`config.mk`:
```
export PLATFORM = sky130hd
export DESIGN_NAME = mem_port_arbiter
export DESIGN_NICKNAME = d
export VERILOG_FILES = /design/src/rtl/mem_port_arbiter_pkg.sv /design/src/rtl/mem_port_arbiter_prio_sel.sv /design/src/rtl/mem_port_arbiter.sv
export SDC_FILE = /design/constraint.sdc
export NUM_CORES = 1
export LEC_CHECK = 0
export CORE_UTILIZATION = 41
export DETAILED_ROUTE_END_ITERATION = 10
export PLACE_DENSITY = 0.87
export SYNTH_ARGS = -nofsm -noshare
export SYNTH_HDL_FRONTEND = slang
export SYNTH_HIERARCHICAL = 1
export SYNTH_SLANG_ARGS = --single-unit
export TNS_END_PERCENT = 100
```
`constraint.sdc`:
```
create_clock -name clk -period 5.3 [get_ports clk]
set_input_delay 1.06 -clock clk [delete_from_list [all_inputs] [get_ports clk]]
set_output_delay 1.06 -clock clk [all_outputs]
set_load 0.005 [all_outputs]
```
`src/rtl/mem_port_arbiter_pkg.sv`:
```
// Shared types and constants for the memory port arbiter: word width, FSM state
// encodings, channel ids and the read-latency counter width.
package mem_port_arbiter_pkg;

  localparam int WORD_WIDTH = 32;
  localparam int LAT_MIN    = 1;
  localparam int LAT_MAX    = 15;
  localparam int LAT_CNT_W  = 4;

  typedef enum logic [1:0] {
    ARB_IDLE   = 2'd0,
    ARB_ACCESS = 2'd1,
    ARB_WAIT   = 2'd2,
    ARB_DONE   = 2'd3
  } arb_state_e;

  typedef enum logic [1:0] {
    CH_NONE = 2'd0,
    CH_IF   = 2'd1,
    CH_LD   = 2'd2,
    CH_ST   = 2'd3
  } arb_ch_e;

  // Fetch and load both read memory; only the store channel writes.
  function automatic logic ch_is_read(arb_ch_e ch);
    return (ch == CH_IF) || (ch == CH_LD);
  endfunction

endpackage

```
`src/rtl/mem_port_arbiter_prio_sel.sv`:
```
// Fixed-priority request encoder for the memory port arbiter: store beats load
// beats fetch. Purely combinational.
module arb_prio_sel
  import mem_port_arbiter_pkg::*;
(
  input  logic    if_req,
  input  logic    ld_req,
  input  logic    st_req,
  output logic    grant_valid,
  output arb_ch_e grant_ch
);

  always_comb begin
    grant_valid = 1'b0;
    grant_ch    = CH_NONE;
    if (st_req) begin
      grant_valid = 1'b1;
      grant_ch    = CH_ST;
    end else if (ld_req) begin
      grant_valid = 1'b1;
      grant_ch    = CH_LD;
    end else if (if_req) begin
      grant_valid = 1'b1;
      grant_ch    = CH_IF;
    end
  end

endmodule

```
`src/rtl/mem_port_arbiter.sv`:
```
// Serialises CPU fetch/load/store requests onto one synchronous single-port memory
// with a configurable read latency. Define MEM_ARB_STATS_EN for traffic counters.
module mem_port_arbiter
  import mem_port_arbiter_pkg::*;
#(
  parameter int W   = WORD_WIDTH,
  parameter int LAT = 1
) (
  input  logic         clk,
  input  logic         rst,
  input  logic         if_req,
  input  logic [W-1:0] if_addr,
  output logic         if_ack,
  output logic [W-1:0] if_data,
  input  logic         ld_req,
  input  logic [W-1:0] ld_addr,
  output logic         ld_ack,
  output logic [W-1:0] ld_data,
  input  logic         st_req,
  input  logic [W-1:0] st_addr,
  input  logic [W-1:0] st_data,
  output logic         st_ack,
  output logic         mem_en,
  output logic         mem_we,
  output logic [W-1:0] mem_addr,
  output logic [W-1:0] mem_wdata,
  input  logic [W-1:0] mem_rdata,
  output logic         busy,
  output logic         misalign
`ifdef MEM_ARB_STATS_EN
  ,
  output logic [31:0]  cnt_if,
  output logic [31:0]  cnt_ld,
  output logic [31:0]  cnt_st,
  output logic [31:0]  cnt_stall
`endif
);

  localparam logic [LAT_CNT_W-1:0] LAT_INIT = LAT_CNT_W'(LAT);
  localparam logic [LAT_CNT_W-1:0] LAT_ONE  = LAT_CNT_W'(1);

  arb_state_e           state_q, state_d;
  arb_ch_e              ch_q;
  arb_ch_e              grant_ch;
  logic                 grant_valid;
  logic [LAT_CNT_W-1:0] lat_cnt;
  logic                 lat_last;
  logic [1:0]           addr_lo_q;
  logic [W-1:0]         sel_addr;

  arb_prio_sel u_prio_sel (
    .if_req      (if_req),
    .ld_req      (ld_req),
    .st_req      (st_req),
    .grant_valid (grant_valid),
    .grant_ch    (grant_ch)
  );

  always_comb begin
    sel_addr = if_addr;
    case (grant_ch)
      CH_ST:   sel_addr = st_addr;
      CH_LD:   sel_addr = ld_addr;
      default: sel_addr = if_addr;
    endcase
  end

  // A counter of 0 in WAIT can only follow an illegal LAT; treat it as the last cycle.
  assign lat_last = (lat_cnt <= LAT_ONE);

  always_ff @(posedge clk or negedge rst) begin
    if (!rst) state_q <= ARB_IDLE;
    else      state_q <= state_d;
  end

  always_comb begin
    state_d = state_q;
    case (state_q)
      ARB_IDLE:   if (grant_valid) state_d = ARB_ACCESS;
      ARB_ACCESS: state_d = ch_is_read(ch_q) ? ARB_WAIT : ARB_DONE;
      ARB_WAIT:   if (lat_last) state_d = ARB_DONE;
      ARB_DONE:   state_d = ARB_IDLE;
      default:    state_d = ARB_IDLE;
    endcase
  end

  // The memory strobe is raised on the grant edge so it is high exactly in ACCESS.
  always_ff @(posedge clk or negedge rst) begin
    if (!rst) begin
      ch_q      <= CH_NONE;
      mem_en    <= 1'b0;
      mem_we    <= 1'b0;
      mem_addr  <= '0;
      mem_wdata <= '0;
      addr_lo_q <= 2'b00;
      lat_cnt   <= '0;
      if_data   <= '0;
      ld_data   <= '0;
    end else begin
      mem_en <= 1'b0;
      mem_we <= 1'b0;
      case (state_q)
        ARB_IDLE: begin
          if (grant_valid) begin
            ch_q      <= grant_ch;
            mem_en    <= 1'b1;
            mem_we    <= (grant_ch == CH_ST);
            mem_addr  <= {sel_addr[W-1:2], 2'b00};
            addr_lo_q <= sel_addr[1:0];
            if (grant_ch == CH_ST) mem_wdata <= st_data;
          end
        end
        ARB_ACCESS: begin
          if (ch_is_read(ch_q)) lat_cnt <= LAT_INIT;
        end
        ARB_WAIT: begin
          if (lat_cnt != '0) lat_cnt <= lat_cnt - LAT_ONE;
          if (lat_last) begin
            if (ch_q == CH_IF)      if_data <= mem_rdata;
            else if (ch_q == CH_LD) ld_data <= mem_rdata;
          end
        end
        default: ;
      endcase
    end
  end

  always_comb begin
    if_ack = 1'b0;
    ld_ack = 1'b0;
    st_ack = 1'b0;
    if (state_q == ARB_DONE) begin
      case (ch_q)
        CH_IF:   if_ack = 1'b1;
        CH_LD:   ld_ack = 1'b1;
        CH_ST:   st_ack = 1'b1;
        default: ;
      endcase
    end
  end

  assign busy     = (state_q != ARB_IDLE);
  assign misalign = (state_q == ARB_ACCESS) && (addr_lo_q != 2'b00);

`ifdef MEM_ARB_STATS_EN
  logic multi_req;

  assign multi_req = (if_req & ld_req) | (if_req & st_req) | (ld_req & st_req);

  // Completion counters tick on the edge ending DONE; stall counts contended IDLE cycles.
  always_ff @(posedge clk or negedge rst) begin
    if (!rst) begin
      cnt_if    <= '0;
      cnt_ld    <= '0;
      cnt_st    <= '0;
      cnt_stall <= '0;
    end else begin
      if (state_q == ARB_DONE) begin
        case (ch_q)
          CH_IF:   cnt_if <= cnt_if + 32'd1;
          CH_LD:   cnt_ld <= cnt_ld + 32'd1;
          CH_ST:   cnt_st <= cnt_st + 32'd1;
          default: ;
        endcase
      end
      if ((state_q == ARB_IDLE) && multi_req) cnt_stall <= cnt_stall + 32'd1;
    end
  end
`endif

endmodule

```
=== Word-level counts from Yosys, hierarchy flattened ===
Index checks and enable logic that the tools add are counted.

* Register bits: 138
* Latch bits: 0
* Bits in writable memories: 0
* Bits in read-only memories: 0
* Input port bits: 165
* Output and inout port bits: 135
* Word-level logic and storage cells: 62
* Memories: 0

* Add/subtract/negate cells: 1
* Multiply operators: 0
* Divide/modulo/power cells: 0
* Magnitude comparators: 1
* Eq/ne operators: 12
* Shifts and indexed selects: 0
* Muxes and demuxes: 24
* Bitwise gates (word level): 1
* Reductions and logical operators: 13

{| class="wikitable"
|+ Operator list
! kind !! count
|-
| 32-bit case mux with 2 select lines || 1
|-
| 1-bit 2-to-1 mux || 15
|-
| 2-bit equality test, second input constant || 6
|-
| 3-bit AND reduction || 3
|-
| 2-bit 2-to-1 mux || 4
|-
| 4-bit 2-to-1 mux || 2
|-
| 2-bit != test, second input constant || 4
|-
| 2-bit case mux with 4 select lines || 1
|-
| 4-bit case mux with 2 select lines || 1
|-
| 2-bit nonzero test || 3
|-
| 2-bit by 1-bit equality test with 1-bit output, second input constant || 2
|-
| 4-bit by 1-bit less-or-equal comparator with 1-bit output, second input constant || 1
|-
| 2-bit AND reduction || 2
|-
| 4-bit AND reduction || 1
|-
| 4-bit nonzero test || 1
|-
| 4-bit by 1-bit subtractor with 4-bit output, second input constant || 1
|-
| 2-bit zero test || 1
|-
| 1-bit logical AND || 1
|-
| 1-bit logical OR || 1
|-
| 1-bit inverter || 1
|}

=== Logic depth before layout (Yosys ltp) ===
Gate-level depths: netlist of the first run.

* Depth in word-level cells: 6
* Mapped depth: 8
* Depth with buffers taken out: 6

=== Hierarchy ===
Netlist of the first run, hierarchy kept.

{| class="wikitable"
|+ Modules (own cells, without submodules)
! module !! times used !! cells each !! area each (um2) !! sequential area each (um2)
|-
| mem_port_arbiter || 1 || 481 || 5990.7 || 3453.3
|-
| arb_prio_sel || 1 || 4 || 25.0 || 0.0
|}

=== Worst setup path before layout of the first run ===
Ideal clock, no wire load.

* Path type: input port to flip-flop
* From: in if_req
* To: reg mem_wdata[10]
* Library setup time: 0.125 ns
* Arrival time: 2.440 ns
* Required time: 5.175 ns
* Path slack: 2.735 ns
* Stages on the path: 7
* Path buffers: 2
* Path through: or3_1 -> nand2_1 -> buf_2 -> inv_1 -> nand3_2 -> buf_2 -> mux2_2

* Word-level cells in the longest chain between the ends: 5
* Elaborated cells on any way between the ends: 8
* Classes of those cells: eq/ne: 1; mux: 6; reduce/logical: 1

{| class="wikitable"
|+ Ends and longest elaborated chain
! what !! line !! source
|-
| start, declared || mem_port_arbiter.sv:11 || <nowiki>input logic if_req,</nowiki>
|-
| 1-bit 2-to-1 mux || mem_port_arbiter_prio_sel.sv:22 || <nowiki>end else if (if_req) begin</nowiki>
|-
| 2-bit 2-to-1 mux || mem_port_arbiter_prio_sel.sv:19 || <nowiki>end else if (ld_req) begin</nowiki>
|-
| 2-bit 2-to-1 mux || mem_port_arbiter_prio_sel.sv:16 || <nowiki>if (st_req) begin</nowiki>
|-
| 2-bit equality test || mem_port_arbiter.sv:110 || <nowiki>if (grant_ch == CH_ST) mem_wdata <= st_data;</nowiki>
|-
| 3-bit AND reduction (no line) * || -- ||
|-
| end signal, assigned || mem_port_arbiter.sv:110 ||
|-
| end, declared || mem_port_arbiter.sv:26 || <nowiki>output logic [W-1:0] mem_wdata,</nowiki>
|}

Every way passes the cells marked *; elsewhere a longest branch is shown, timed or not.
A chain may end at the register's enable or synchronous reset.

=== Worst setup path after layout of the first run ===
* From: in if_req
* To: reg mem_wdata[11]

* Elaborated cells on any way between the ends: 8
* Classes of those cells: eq/ne: 1; mux: 6; reduce/logical: 1

{| class="wikitable"
|+ RTL lines
! what !! line !! source
|-
| 1-bit 2-to-1 mux || mem_port_arbiter_prio_sel.sv:22 ||
|-
| 1-bit 2-to-1 mux || mem_port_arbiter_prio_sel.sv:19 ||
|-
| 1-bit 2-to-1 mux || mem_port_arbiter_prio_sel.sv:16 ||
|-
| named net grant_valid || mem_port_arbiter.sv:45 || <nowiki>logic grant_valid;</nowiki>
|-
| 3-bit AND reduction (no line) || -- ||
|}

The timed path passes the listed nets, and every way through them passes these cells.

==> results.toml, run 1 <==
[outcome]
status = "finished clean"

[place]
dp_cells = 939
dpl.hpwl_um = 12800
port_buffers = 297
place_congestion = 0.793

[route]
drt_first_iter_violations = 198
first_pass_iters = 4
vias = 4821
wl_per_cell_um = 17.9
route.detailed.drc = 0
ant_nets = 0
routed_wirelength_um = 17400
via_per_inst = 4.96

[timing]
maxSlewHeadroom_pct = 37.2
fin_setup_tns_ns = 0
clock_skew_ns = 0.0105
timing.fmax_mhz = 290
rsz0062_at_grt = "false"
drv_slew = 0
layout_worst_path_cycle_share_pct = 65.1
hold_violations = 0
min_period_ns = 3.45
hold_slack_ns = 0.483
worst_pin_slew_ns = 0.943
setup_viol = 0

[global_route]
grt_max_degree = 105
antenna_found_initial = 0
grt_pass1_vias = 5103
grt_first_pass_wirelength_um = 25900
overflow = 0
grt.total_usage_pct = 23.0

[floorplanning]
die_area_mm2 = 0.0152
ios = 300
die_w_um = 123
initial_core_util_pct = 42.7
core_area_mm2 = 0.0141
core.rowCount = 43
die_h_um = 123

[logic_synthesis]
syn_area_mm2 = 0.00602
yosysSeqAreaShare_pct = 57.4
syn_area_per_cell_um2 = 12.4
ys_warn_count = 6
netlist_instances = 485
ys_types = 37
synth_seq_cells = 138

[hold_path]
min_path_type = "flip-flop to flip-flop"
hp-start = "mem_addr[25]"
holdPathEnd = "mem_addr[25]"
whs_path_depth = 2

[worst_setup_path]
worst-setup-path-type = "input port to flip-flop"
r2r_cells = 7
r2r_slack_ns = 2.51
arrival_ns = 3.75
r2r_end = "mem_wdata[11]"
cp_max_fo = 65
end_kind = "flip-flop"
rr_startpoint = "state_q[0]"
critPathLaunchType = "input port"
crit_required_ns = 5.60

[power_and_ir_drop]
p_comb_share_pct = 41.4
total_power_mw = 5.37
irDropWorstVdd_uv = 232
cellPowerDensity_mw_per_mm2 = 551
power.internal_mw = 3.80
swShare_pct = 29.1
p_leak_nw = 4.28
power.net_switching_mw = 1.56
pwr-share-seq_pct = 35.2
p_clk_share_pct = 23.4

[final_layout]
finalNetCount = 954
num_antenna_cells = 0
fin_cells = 971
syn_to_final_growth_pct = 61.8
final_layout_size_suffix_gt1_share_pct = 13.9

[clock_network]
cts_tree = "built"
clock_latency_ns = 0.42
cts_inserted_buffers = 17
cts_root_buffer = "clkbuf_16"
cts_hold_buf = 0
cts_setup_buffers = 0
cts-resized-gates = 0
path_clk_slew_ns = 0.06
clk_path_buf_depth = 2
cts.sinks = 138
cts_htree_levels = 4

[flow_run]
maxCapViolCount = 0
worst max path at each step:
stage,start,endpoint,slack (ns),cells after the start
global route,if_req,mem_wdata[7],1.69,7
detailed placement,if_req,mem_wdata[7],1.40,7
global placement,if_req,mem_wdata[3],1.54,7
CTS,if_req,mem_wdata[7],1.86,7
finish,if_req,mem_wdata[11],1.85,7
floorplan,if_req,mem_wdata[10],2.74,7
sequential cells by signal (all words and copies together) (netlist names):
register / count
if_data: 32
ld_data: 32
mem_wdata: 32
mem_addr: 30
lat_cnt: 4
addr_lo_q: 2
ch_q: 2
state_q: 2
mem_en: 1
mem_we: 1
Yosys cell counts:
library cell / instances / area (µm²)
dfrtp_1: 138 / 3450
nand2_1: 69 / 259
o21ai_0: 69 / 345
mux2_2: 64 / 721
mux2_1: 33 / 372
mux2i_1: 32 / 320
buf_2: 11 / 55.1
clkbuf_1: 11 / 41.3
ha_1: 11 / 138
inv_1: 10 / 37.5
and2_1: 3 / 18.8
buf_4: 3 / 22.5
buf_6: 3 / 33.8
buf_1: 2 / 7.51
nand2b_1: 2 / 12.5
nor2_1: 2 / 7.51
nor2b_1: 2 / 12.5
a211oi_1: 1 / 7.51
a21o_2: 1 / 8.76
a21oi_1: 1 / 5.00
a221oi_2: 1 / 15.0
a31o_2: 1 / 8.76
a32o_1: 1 / 10.0
a32oi_1: 1 / 8.76
and3b_1: 1 / 8.76
conb_1: 1 / 3.75
inv_2: 1 / 3.75
nand3_2: 1 / 10.0
nand3b_1: 1 / 7.51
nor3_1: 1 / 5.00
nor4_2: 1 / 12.5
o211ai_1: 1 / 7.51
o21a_1: 1 / 7.51
o2bb2ai_1: 1 / 8.76
o31ai_1: 1 / 7.51
or2_2: 1 / 6.26
or3_1: 1 / 6.26
cell type report:
cell class | instances | area [µm²]
Clock buffer | 18 | 429
Clock inverter | 14 | 195
Fill cell | 973 | 4370
Inverter | 11 | 41.3
Multi-Input combinational cell | 307 | 2370
Sequential cell | 138 | 3450
Tap cell | 180 | 225
Timing Repair Buffer | 303 | 3020
cells in the final DEF (no fill, tap or decap), types with 3 or more instances in the layout:
| master | n |
|---|---|
| and2_1 | 3 |
| ha_1 | 11 |
| bufinv_16 | 4 |
| clkdlybuf4s50_1 | 296 |
| mux2i_1 | 32 |
| mux2_2 | 64 |
| inv_1 | 10 |
| dfrtp_1 | 138 |
| nand2_1 | 68 |
| o21ai_0 | 69 |
| buf_4 | 6 |
| clkbuf_16 | 17 |
| clkinvlp_4 | 4 |
| mux2_1 | 33 |
per-stage QoR:
stage          setup slack, ns  util (%)  instance area (µm²)
2_1_floorplan             2.74         -                 6020
3_3_place_gp              1.54      64.6                 9110
3_5_place_dp              1.40      64.6                 9110
4_1_cts                   1.86      69.0                 9730
5_1_grt                   1.69      69.0                 9730
6_report                  1.85      69.0                 9730
critical path, cell delays in order:
cell and delay [ns]:
clkdlybuf4s50_1 0.44, or3_1 0.40, nand2_2 0.07, buf_4 0.45, inv_1 0.22, nand3_2 0.64, mux2_2 0.43
power by group through the flow:
stage	sequential (mW)	combinational, mW	clock, mW
after floorplan	1.90	0.826	0
after global placement	1.86	2.15	0
after detailed placement	1.90	2.24	0
after CTS	1.89	2.25	1.27
after global routing	1.95	2.42	1.31
final	1.89	2.22	1.25
per-layer routing:
layer | routed length [µm] | share of wire [%] | vias up | GRT usage (%)
met5 | 0 | 0 | - | 0
met4 | 417 | 2.4 | 0 | 9.26
met3 | 1560 | 8.9 | 33 | 7.98
met2 | 9130 | 52 | 220 | 42.2
met1 | 6320 | 36 | 2306 | 23.7
li1 | - | - | 2262 | -
cell families (layout without fill, tap and decap cells):
logic type | after synthesis | in the layout | share of synthesized area, %
flip-flops | 138 | 138 | 57.4
multiplexers | 129 | 129 | 23.5
AND/OR/NAND/NOR | 85 | 85 | 6.09
AO/OA/AOI/OAI | 80 | 80 | 7.32
buffers and inverters | 41 | 346 | 3.35
adder cells (fa/ha/maj) | 11 | 11 | 2.29
other | 1 | 2 | 0.0623
Power figures use the tool's default switching activity.
==> run 2: changes to the inputs <==
--- a/config.mk
+++ b/config.mk
@@ -5,9 +5,9 @@
 export SDC_FILE = /design/constraint.sdc
 export NUM_CORES = 1
 export LEC_CHECK = 0
-export CORE_UTILIZATION = 41
+export CORE_UTILIZATION = 37
 export DETAILED_ROUTE_END_ITERATION = 10
-export PLACE_DENSITY = 0.87
+export PLACE_DENSITY = 0.83
 export SYNTH_ARGS = -nofsm -noshare
 export SYNTH_HDL_FRONTEND = slang
 export SYNTH_HIERARCHICAL = 1
==> constraint.sdc (replaced) <==
create_clock -name clk -period 2.8 [get_ports clk]
set_input_delay 0.56 -clock clk [delete_from_list [all_inputs] [get_ports clk]]
set_output_delay 0.56 -clock clk [all_outputs]
set_load 0.005 [all_outputs]
==> run 2 against run 1 <==
Compared with the run above:
- global-route usage down 3.5 points
- sequential power up 88%
- clock power up 68%
- critical path type is now flip-flop to output port
- first-iteration DRC count down 34%
- largest cell class unchanged
- die area up 11%
==> results.toml, run 2 (synthesized netlist as in run 1, its figures left out) <==
[worst_setup_path]
cp_max_fo = 4
cp_slowest_cell = "clkdlybuf4s50_1"
path_cells = "inv_1 -> ha_1 -> o21a_1 -> clkdlybuf4s50_1"
crit_required_ns = 2.24
slowest_delay_ns = 0.50
end_kind = "output port"
worst-setup-path-type = "flip-flop to output port"
critPathLaunchType = "flip-flop"
arrival_ns = 1.89

[outcome]
status = "finished clean"

[final_layout]
multi_input_area_mm2 = 0.00237
layout.cells.most_common = "clkdlybuf4s50_1"
finalNetCount = 956
num_antenna_cells = 0
final_layout_size_suffix_gt1_share_pct = 14.0
final_util_pct = 61.6
fillers = 1306
top_regs = "if_data (32), ld_data (32), mem_wdata (32)"
final_area_mm2 = 0.00978
final_cell_mix = "clkdlybuf4s50_1, dfrtp_1, o21ai_0"
register_area_mm2 = 0.00345
syn_to_final_growth_pct = 62.6

[clock_network]
clk_path_buf_depth = 2
cts_htree_levels = 4
cts_setup_buffers = 0
cts-resized-gates = 0
cts_inserted_buffers = 17
path_clk_slew_ns = 0.06
cts_tree = "built"
cts_root_buffer = "clkbuf_16"
cts.sinks = 138
clock_latency_ns = 0.42
cts_hold_buf = 0

[route]
wl_per_cell_um = 16.0
ant_nets = 0
routed_wirelength_um = 16200
drt_first_iter_violations = 131
via_per_inst = 4.69
first_pass_iters = 4
vias = 4726
route.detailed.drc = 0

[timing]
rsz0062_at_grt = "false"
timing.fmax_mhz = 409
min_period_ns = 2.45
worst_pin_slew_ns = 0.539
drv_slew = 0
setup_viol = 0
hold_slack_ns = 0.0711
layout_worst_path_cycle_share_pct = 87.4
fin_setup_tns_ns = 0
maxSlewHeadroom_pct = 63.8
hold_violations = 0
clock_skew_ns = 0.0116

[global_route]
grt.total_usage_pct = 19.5
grt_first_pass_wirelength_um = 24800
antenna_found_initial = 0
grt_max_degree = 65
overflow = 0
grt_pass1_vias = 4858

[place]
dpl.hpwl_um = 12200
dpl_cell_area_mm2 = 0.00923
port_buffers = 297
place_congestion = 0.760

[floorplanning]
core_area_mm2 = 0.0159
core.rowCount = 46
die_h_um = 130
die_area_mm2 = 0.0168
die_w_um = 130
initial_core_util_pct = 37.9
ios = 300

[power_and_ir_drop]
p_leak_nw = 4.29
total_power_mw = 9.85
irDropWorstVdd_uv = 447
cellPowerDensity_mw_per_mm2 = 1010

[hold_path]
min_path_type = "input port to async pin"

[flow_run]
maxCapViolCount = 0
==> run 2: worst max-delay path: cells and delay by family, from the launching register on <==
family                     cells  cell delay [ns]
AOI/OAI and AO/OA              1             0.16
adders and majority gates      1             0.27
buffers and inverters          2             0.64
DFF                            1             0.41
==> run 2: worst paths after layout <==
check	startpoint	end	slack [ns]	cells after the start
setup / recovery	state_q[1]	misalign	0.35	4
hold / removal	rst	if_data[26]	0.07	1
setup reg to reg	state_q[0]	ld_data[8]	0.62	7
hold reg to reg	mem_addr[6]	mem_addr[6]	0.48	2
max in group asynchronous	rst	if_data[17]	1.94	2
min in group clk	mem_addr[6]	mem_addr[6]	0.48	2
==> run 2: through the flow <==
stage | instances | worst slack [ns]
CTS | 1008 | 0.318
finish | 1008 | 0.353
global route | 1008 | 0.269
global placement | 977 | 0.446
floorplan | 486 | 0.735
detailed placement | 977 | 0.409
==> run 2: layout make-up <==
type	count	area share, %
inverters	11	0.422
multi-input cells	307	24.2
clock inverters	11	0.972
repair buffers	305	31.7
well taps	216	2.76
clock buffers	20	4.67
flip-flops and latches	138	35.3
==> run 2: layer usage <==
layer  share of wire (%)  vias up  global-route usage (%)
li1                    -     2271                       -
met4                 1.6        0                    7.18
met5                   0        -                       0
met2                  52      196                    35.2
met1                  38     2237                    21.2
met3                 8.7       22                    6.56
==> run 2: report_power, final <==
group,total [mW],internal (mW),leakage [nW],switching [mW]
Sequential,3.55,3.01,1.66,0.538
Combinational,4.20,2.72,2.36,1.48
Clock,2.10,1.26,0.268,0.843
Total,9.85,6.99,4.29,2.86
==> run 3: changes to the inputs <==
--- a/config.mk
+++ b/config.mk
@@ -5,9 +5,11 @@
 export SDC_FILE = /design/constraint.sdc
 export NUM_CORES = 1
 export LEC_CHECK = 0
-export CORE_UTILIZATION = 37
+export CORE_UTILIZATION = 41
+export CTS_CLUSTER_SIZE = 12
 export DETAILED_ROUTE_END_ITERATION = 10
-export PLACE_DENSITY = 0.83
+export DONT_BUFFER_PORTS = 1
+export PLACE_DENSITY = 0.62
 export SYNTH_ARGS = -nofsm -noshare
 export SYNTH_HDL_FRONTEND = slang
 export SYNTH_HIERARCHICAL = 1
==> run 3 against run 2 <==
Compared with the run above:
- the run now ends with hold timing left
- critical path depth up 2
- global-route usage down 0.82 points
- critical path type is now flip-flop to flip-flop
- sequential share of layout area up 16 points
- largest cell class unchanged
==> results.toml, run 3 (synthesized netlist as in run 1, its figures left out) <==
[outcome]
status = "complete, but fails checks"
violations = "hold timing"

[power_and_ir_drop]
p_clk_share_pct = 27.7
irDropWorstVdd_uv = 435
swShare_pct = 32.2
pwr-share-seq_pct = 49.3
power.net_switching_mw = 2.51
cellPowerDensity_mw_per_mm2 = 1170
p_leak_nw = 3.10
p_comb_share_pct = 23.0
power.internal_mw = 5.30

[worst_setup_path]
arrival_ns = 2.60
cp_top_family = "simple AND/OR/NAND/NOR gates"
cp_slowest_cell = "nand3_2"
rr_startpoint = "state_q[1]"
endpoint = "mem_wdata[28]"
path_cells = "inv_1 -> ha_1 -> nand2_2 -> inv_1 -> nand3_2 -> mux2_2"
crit_required_ns = 3.09
worst-setup-path-type = "flip-flop to flip-flop"
slowest_delay_ns = 0.63
cp_num_cells = 6
r2r_slack_ns = 0.49
crit_start = "state_q[1]"
end_kind = "flip-flop"
cp_max_fo = 33
cp_num_buf_inv = 2
r2r_end = "mem_wdata[28]"
r2r_cells = 6
critPathLaunchType = "flip-flop"
path_common_cell = "inv_1"

[final_layout]
syn_to_final_growth_pct = 11.3
fillers = 1237
final_area_mm2 = 0.00669
register_area_mm2 = 0.00345
final_cell_mix = "dfrtp_1, o21ai_0, nand2_1"
final_layout_size_suffix_gt1_share_pct = 21.4
top_regs = "if_data (32), ld_data (32), mem_wdata (32)"
finalNetCount = 656
multi_input_area_mm2 = 0.00237
layout.cells.most_common = "dfrtp_1"

[timing]
layout_worst_path_cycle_share_pct = 82.6
rsz0062_at_grt = "false"
timing.fmax_mhz = 432
setup_viol = 0
hold_slack_ns = -0.153
drv_slew = 0
min_period_ns = 2.31
hold_violations = 138
clock_skew_ns = 0.00580
worst_pin_slew_ns = 0.797
fin_setup_tns_ns = 0
maxSlewHeadroom_pct = 46.8

[global_route]
grt_pass1_vias = 3657
antenna_found_initial = 2
grt.total_usage_pct = 18.7
grt_max_degree = 139
overflow = 0
grt_first_pass_wirelength_um = 20700

[route]
first_pass_iters = 4
route.detailed.drc = 0
ant_nets = 0
routed_wirelength_um = 14500
drt_first_iter_violations = 151
wl_per_cell_um = 21.6
via_per_inst = 5.42
vias = 3639

[floorplanning]
ios = 300
initial_core_util_pct = 42.7
core_area_mm2 = 0.0141
die_w_um = 123
die_h_um = 123
core.rowCount = 43
die_area_mm2 = 0.0152

[clock_network]
clk_path_buf_depth = 2
cts_tree = "built"
cts-resized-gates = 0
cts_root_buffer = "clkbuf_16"
cts_inserted_buffers = 17
clock_latency_ns = 0.41
cts_htree_levels = 4
cts_setup_buffers = 0
path_clk_slew_ns = 0.06
cts.sinks = 138

[place]
dpl.hpwl_um = 10900
place_congestion = 0.805
port_buffers = 0
dpl_cell_area_mm2 = 0.00612

[flow_run]
maxCapViolCount = 0

[hold_path]
min_path_type = "input port to async pin"
run 3: changes by cell type in the layout (fill, tap and decap cells not counted):
cell             delta
clkinvlp_4          -1
buf_4               +2
clkinv_2            -3
clkbuf_8            -1
clkinv_4            +2
clkbuf_1            +1
buf_12              -5
clkdlybuf4s50_1   -296
buf_6               -1
diode_2             +1
bufinv_16           +1
run 3: area by class of cell:
type | count | area share (%)
repair buffers | 5 | 0.561
diodes | 1 | 0.0374
well taps | 180 | 3.36
clock buffers | 20 | 6.67
inverters | 11 | 0.617
clock inverters | 10 | 1.79
flip-flops and latches | 138 | 51.6
multi-input cells | 307 | 35.4
run 3: power by group through the flow:
stage          sequential, mW  combinational, mW  clock, mW
2_1_floorplan            3.59               1.56          0
3_3_place_gp             3.88               1.72          0
3_5_place_dp             3.90               1.84          0
4_1_cts                  3.88               1.83       2.21
5_1_grt                  4.02               2.01       2.30
6_report                 3.85               1.80       2.16
run 3: routing by layer:
layer	part of all wire, %	GRT usage, %
met1	34	19.2
met2	50	31.0
met3	14	11.3
met4	2.0	7.08
met5	0.089	0
run 3: worst min path at each step:
stage	start	endpoint	slack, ns	cells past startpoint
floorplan	rst	addr_lo_q[0]	0.26	0
global placement	rst	if_data[0]	0.27	0
detailed placement	rst	if_data[0]	0.27	0
CTS	rst	if_data[0]	-0.18	0
global route	rst	if_data[0]	-0.18	0
finish	rst	if_data[0]	-0.15	0
run 3: stage by stage:
stage          util (%)  std cells  power [mW]  worst slack (ns)  hold WS, ns
2_1_floorplan         -        486        5.16             0.735        0.264
3_3_place_gp       43.4        641        5.60             0.543        0.267
3_5_place_dp       43.4        641        5.74             0.459        0.267
4_1_cts            47.5        671        7.93             0.413       -0.177
5_1_grt            47.5        672        8.33             0.286       -0.184
6_report           47.5        672        7.81             0.486       -0.153
